--- src/rtl/hwloop_pkg.sv ---
// Shared types and defaults for the hardware-loop jump controller.
package hwloop_pkg;

  localparam int unsigned N_REGSET_DEF = 2;
  localparam int unsigned ADDR_W_DEF   = 32;

  typedef enum logic [1:0] {
    StIdle,
    StJump,
    StSettle
  } hwlp_ctrl_state_e;

  // Index width that stays legal for a single register set.
  function automatic int unsigned idx_width(input int unsigned n);
    return (n > 1) ? $clog2(n) : 1;
  endfunction

endpackage

--- src/rtl/hwloop_match.sv ---
// Per-set end-address compare with fixed priority: the lowest matching set wins.
module hwloop_match
  import hwloop_pkg::*;
#(
  parameter int unsigned N_REGSET = N_REGSET_DEF,
  parameter int unsigned ADDR_W   = ADDR_W_DEF,
  localparam int unsigned IdxW    = idx_width(N_REGSET)
) (
  input  logic [N_REGSET*ADDR_W-1:0] start_addr_i,
  input  logic [N_REGSET*ADDR_W-1:0] end_addr_i,
  input  logic [N_REGSET*ADDR_W-1:0] counter_i,
  input  logic [ADDR_W-1:0]          pc_i,
  input  logic                       instr_valid_i,
  output logic                       match_o,
  output logic [IdxW-1:0]            idx_o,
  output logic [ADDR_W-1:0]          targ_o,
  output logic                       last_o
);

  always_comb begin
    match_o = 1'b0;
    idx_o   = '0;
    targ_o  = '0;
    last_o  = 1'b0;
    // Walk from the outermost set down so the innermost match is assigned last.
    for (int i = N_REGSET - 1; i >= 0; i--) begin
      if (instr_valid_i && (pc_i == end_addr_i[i*ADDR_W +: ADDR_W]) &&
          (counter_i[i*ADDR_W +: ADDR_W] != '0)) begin
        match_o = 1'b1;
        idx_o   = IdxW'(i);
        targ_o  = start_addr_i[i*ADDR_W +: ADDR_W];
        last_o  = (counter_i[i*ADDR_W +: ADDR_W] == ADDR_W'(1));
      end
    end
  end

endmodule

--- src/rtl/hwloop_jump_ctrl.sv ---
// Hardware-loop jump controller: decrement strobes, branch-back request and ID stall.
// Optional accepted-jump counter output enabled by defining HWLP_JUMP_PERF_EN.
module hwloop_jump_ctrl
  import hwloop_pkg::*;
#(
  parameter int unsigned N_REGSET = N_REGSET_DEF,
  parameter int unsigned ADDR_W   = ADDR_W_DEF
) (
  input  logic                       clk,
  input  logic                       rst,
  input  logic [N_REGSET*ADDR_W-1:0] hwlp_start_addr_i,
  input  logic [N_REGSET*ADDR_W-1:0] hwlp_end_addr_i,
  input  logic [N_REGSET*ADDR_W-1:0] hwlp_counter_i,
  input  logic [ADDR_W-1:0]          pc_id_i,
  input  logic                       instr_valid_i,
  output logic [N_REGSET-1:0]        hwlp_dec_cnt_o,
  output logic                       hwlp_valid_o,
  output logic                       hwlp_jump_o,
  output logic [ADDR_W-1:0]          hwlp_targ_addr_o,
  input  logic                       jump_ready_i,
`ifdef HWLP_JUMP_PERF_EN
  output logic [31:0]                hwlp_jump_cnt_o,
`endif
  output logic                       stall_o
);

  localparam int unsigned IdxW = idx_width(N_REGSET);

  hwlp_ctrl_state_e state_q;

  logic            match;
  logic [IdxW-1:0] match_idx;
  logic [ADDR_W-1:0] match_targ;
  logic            match_last;

  hwloop_match #(
    .N_REGSET (N_REGSET),
    .ADDR_W   (ADDR_W)
  ) u_match (
    .start_addr_i  (hwlp_start_addr_i),
    .end_addr_i    (hwlp_end_addr_i),
    .counter_i     (hwlp_counter_i),
    .pc_i          (pc_id_i),
    .instr_valid_i (instr_valid_i),
    .match_o       (match),
    .idx_o         (match_idx),
    .targ_o        (match_targ),
    .last_o        (match_last)
  );

  always_ff @(posedge clk or posedge rst) begin
    if (rst) begin
      state_q          <= StIdle;
      hwlp_dec_cnt_o   <= '0;
      hwlp_valid_o     <= 1'b0;
      hwlp_jump_o      <= 1'b0;
      hwlp_targ_addr_o <= '0;
      stall_o          <= 1'b0;
    end else begin
      hwlp_dec_cnt_o <= '0;
      hwlp_valid_o   <= 1'b0;
      unique case (state_q)
        StIdle: begin
          if (match) begin
            hwlp_dec_cnt_o <= N_REGSET'(1) << match_idx;
            hwlp_valid_o   <= 1'b1;
            if (match_last) begin
              state_q <= StSettle;
            end else begin
              state_q          <= StJump;
              hwlp_jump_o      <= 1'b1;
              stall_o          <= 1'b1;
              hwlp_targ_addr_o <= match_targ;
            end
          end
        end
        StJump: begin
          if (jump_ready_i) begin
            state_q     <= StIdle;
            hwlp_jump_o <= 1'b0;
            stall_o     <= 1'b0;
          end
        end
        // Counter in the register block is still the pre-decrement value here.
        StSettle: state_q <= StIdle;
        default:  state_q <= StIdle;
      endcase
    end
  end

`ifdef HWLP_JUMP_PERF_EN
  always_ff @(posedge clk or posedge rst) begin
    if (rst) begin
      hwlp_jump_cnt_o <= '0;
    end else if (state_q == StJump && jump_ready_i) begin
      hwlp_jump_cnt_o <= hwlp_jump_cnt_o + 32'd1;
    end
  end
`endif

endmodule
--- config.mk ---
export PLATFORM = sky130hd
export DESIGN_NAME = hwloop_jump_ctrl
export DESIGN_NICKNAME = d
export VERILOG_FILES = /design/src/rtl/hwloop_pkg.sv /design/src/rtl/hwloop_match.sv /design/src/rtl/hwloop_jump_ctrl.sv
export SDC_FILE = /design/constraint.sdc
export NUM_CORES = 1
export LEC_CHECK = 0
export BUFFER_PORTS_ARGS = -buffer_cell sky130_fd_sc_hd__buf_4
export CAP_MARGIN = 20
export CORE_AREA = 4 4 118 120
export CTS_BUF_LIST = sky130_fd_sc_hd__clkbuf_8
export DETAILED_ROUTE_END_ITERATION = 7
export DIE_AREA = 0 0 122 124
export PLACE_DENSITY = 0.67
export RECOVER_POWER = 50
export SETUP_SLACK_MARGIN = 0.02
export SYNTH_ARGS = -nofsm -noshare
export SYNTH_HDL_FRONTEND = slang
export SYNTH_SLANG_ARGS = --single-unit
--- constraint.sdc ---
create_clock -name clk -period 3.4 [get_ports clk]
set_input_delay 0.34 -clock clk [delete_from_list [all_inputs] [get_ports clk]]
set_output_delay 0.34 -clock clk [all_outputs]
set_load 0.02 [all_outputs]
==> impl_metrics.yaml <==
run_status:
  outcome: "finished clean"
drt:
  drt-initial-drc-count: 108
  avgRoutedWirePerCell_um: 15.37
  dr.pass1.iters: 4
  vias_per_cell: 4.327
  wirelength_um: 11790
  ant_nets: 0
  via_count: 3319
  drc: 0
power:
  power_density_nw_per_um2: 204.3
  irDropWorstVdd_mv: 0.1024
  p_leak_nw: 2.669
die:
  dieHeight_um: 124
  core_um2: 12980
  start_util_pct: 24.40
  die_w_um: 122
  rows: 42
  die_area_um2: 15130
  ios: 265
cts:
  clk_pin_slew_ps: 70
  insertion_delay_ps: 280
  cts_setup_buffers: 0
  clkSinkCount: 38
  cts_buffers: 5
  h-tree-depth: 2
  cts_buffer_depth: 2
  cts_tree: "yes"
  post_cts_resized: 0
  cts_root_buf: "clkbuf_8"
finish:
  num-fill-cells: 1329
  syn2layout_area_growth_pct: 67.44
  regArea_um2: 950.9
  multi_input_area_um2: 1963
  n_antenna_cell: 0
  drive_gt1_share_pct: 48.90
  nNetsFinal: 819
  finish.utilization_pct: 40.85
grt:
  grt_pass1_wl_um: 17580
  overflow: 0
  antenna_found_initial: 0
  grt.met3_usage_pct: 3.315
  use_met2_pct: 26.55
  grt.busiest_layer: "met2"
  grt_pass1_vias: 3522
  track_usage_pct: 14.75
  grtUsageMet1_pct: 17.82
  grt_max_degree: 35
setup_path:
  path_buf_inv: 2
  slowest_delay_ps: 580
  crit_chain: "buf_4 > xor2_1 > nor4_2 > nand4_1 > or4b_1 > o21a_2 > o221ai_4 > buf_4 > mux2_2"
  crit_arrival_ps: 2900
  critPathLaunch: "hwlp_end_addr_i[34]"
  path_max_fanout: 21
  path_delay_family: "simple AND/OR/NAND/NOR gates"
  slowest_stage: "or4b_1"
  worst_path_most_repeated_cell: "buf_4"
  worst_setup_path_start_kind: "primary input"
  r2r_start: "state_q[1]$_DFFE_PP0P_"
  crit_type: "in -> reg"
  end_kind: "flip-flop"
  required_ps: 3570
min_path:
  hold_path_startpoint: "jump_ready_i"
  min_path_type: "in -> reg"
sta:
  holdWs_ps: 251.9
  hold_viol: 0
  timing.slew.headroom_pct: 9.593
  max_freq_ghz: 0.3666
  fin_setup_tns_ps: 0
  slew_violations: 0
  tightest_slew_ps: 1356
  fin_crit_sh_pct: 80.23
  rsz0062_at_grt: "no"
  skew_ps: 4.161
  finalCriticalPeriod_ps: 2728
  setup_viol: 0
placement:
  dp_hpwl_um: 10360
  gp_congestion: 0.9133
  io_buffers: 264
yosys:
  synthCells: 322
  synth_fp_nets: 550
  synthFlopType: "dfrtp_1"
  synth_most_common_cell: "inv_1"
  avgSynthCellArea_um2: 9.835
  synth_edf_count: 0
  ys_ff_latch: 38
  syn-cell-area_um2: 3167
  synth_area_leaders: "dfrtp_1, mux2_4, mux2i_1, xor2_1, xnor2_1"
  yosysSeqAreaShare_pct: 30.03
  synth_top_cell_area_share_pct: 30.03
  ys_async_sr_fraction_pct: 100.0
  ys_warn_count: 0
  synth_top_area_cell: "dfrtp_1"
  synth_cell_types: 39
  netlist_top_cells_count: "inv_1, dfrtp_1, nand2_1"
job:
  cap_violations: 0
==> layer usage <==
metal	part of all wire, %	routed length, um
met5	0	0
met1	39	4642
met2	51	5957
met3	8.3	981
met4	1.8	211
==> area by class of cell <==
cell class / count / share of cell area, %
Timing Repair Buffer: 272 / 36.36
Tap cell: 176 / 4.153
Inverter: 43 / 3.044
Clock inverter: 2 / 0.1888
Clock buffer: 5 / 1.298
Sequential cell: 38 / 17.93
Multi-Input combinational cell: 231 / 37.02
==> path summary, 6_finish.rpt <==
kind,end,slack (ps),depth (start not counted)
worst max-delay path,hwlp_targ_addr_o[4]$_DFFE_PP0P_,670,9
worst min-delay path,state_q[0]$_DFFE_PP0P_,250,2
worst max register to register,hwlp_targ_addr_o[20]$_DFFE_PP0P_,1830,4
worst min register to register,hwlp_dec_cnt_o[0]$_DFF_PP0_,480,1
max in group asynchronous,hwlp_targ_addr_o[11]$_DFFE_PP0P_,1320,5
min in group asynchronous,hwlp_targ_addr_o[22]$_DFFE_PP0P_,510,3
==> cells by family (layout without fill, tap and decap cells) <==
group           Yosys count  count (layout)  share of synthesized area (%)
mux                      64              64                          24.81
xor+xnor                 57              57                          15.76
buf+inv                  53             322                          7.981
flops                    38              38                          30.03
simple gates             97              97                          17.38
compound gates           13              13                          4.030
==> timing repair <==
item,in CTS,in global routing
endpoints found under the hold margin,0,4
hold buffers,0,1
endpoints found under the setup margin,0,0
==> where the power goes <==
part | switching [W] | internal [W]
Clock | 0.000152 | 0.000138
Combinational | 0.000119 | 0.000220
Sequential | 0.00000101 | 0.000453
==> layout by cell type (no fill, tap or decap) <==
master           n
buf_4          239
inv_1           43
dfrtp_1         38
nand2_1         34
mux2i_1         32
xor2_1          31
clkbuf_1        31
mux2_4          28
xnor2_1         26
nor4_1          19
nand4_1         11
nor3_1           8
nor2_1           5
clkbuf_8         5
nor4_2           4
nand3_1          4
nor2b_1          4
mux2_2           4
nand2b_1         2
o22ai_1          2
o21ai_0          2
clkinv_2         2
nor4_4           1
o221ai_1         1
a2111o_1         1
a221o_1          1
nor3_2           1
nand4_2          1
a21oi_4          1
or4b_1           1
o21a_2           1
o221ai_4         1
and4_1           1
a21oi_1          1
and3_1           1
o211a_1          1
a2bb2oi_1        1
dlygate4sd3_1    1
clkbuf_4         1
==> registers in the layout, summed over array words and instances (netlist names) <==
signal and cells:
stall_o 1, hwlp_targ_addr_o 32, state_q 2, hwlp_valid_o 1, hwlp_dec_cnt_o 2
==> through the flow <==
step | std cells | power [W] | setup slack [ps] | instance area, um^2
after floorplan | 322 | 0.0005569 | 853.1 | 3167
after global placement | 758 | 0.0007971 | 422.5 | 5323
after detailed placement | 758 | 0.0008044 | 336.2 | 5323
after CTS | 765 | 0.001107 | 651.3 | 5401
after global routing | 767 | 0.001155 | 556.1 | 5303
final | 767 | 0.001083 | 672.1 | 5303
Power figures use the tool's default switching activity.
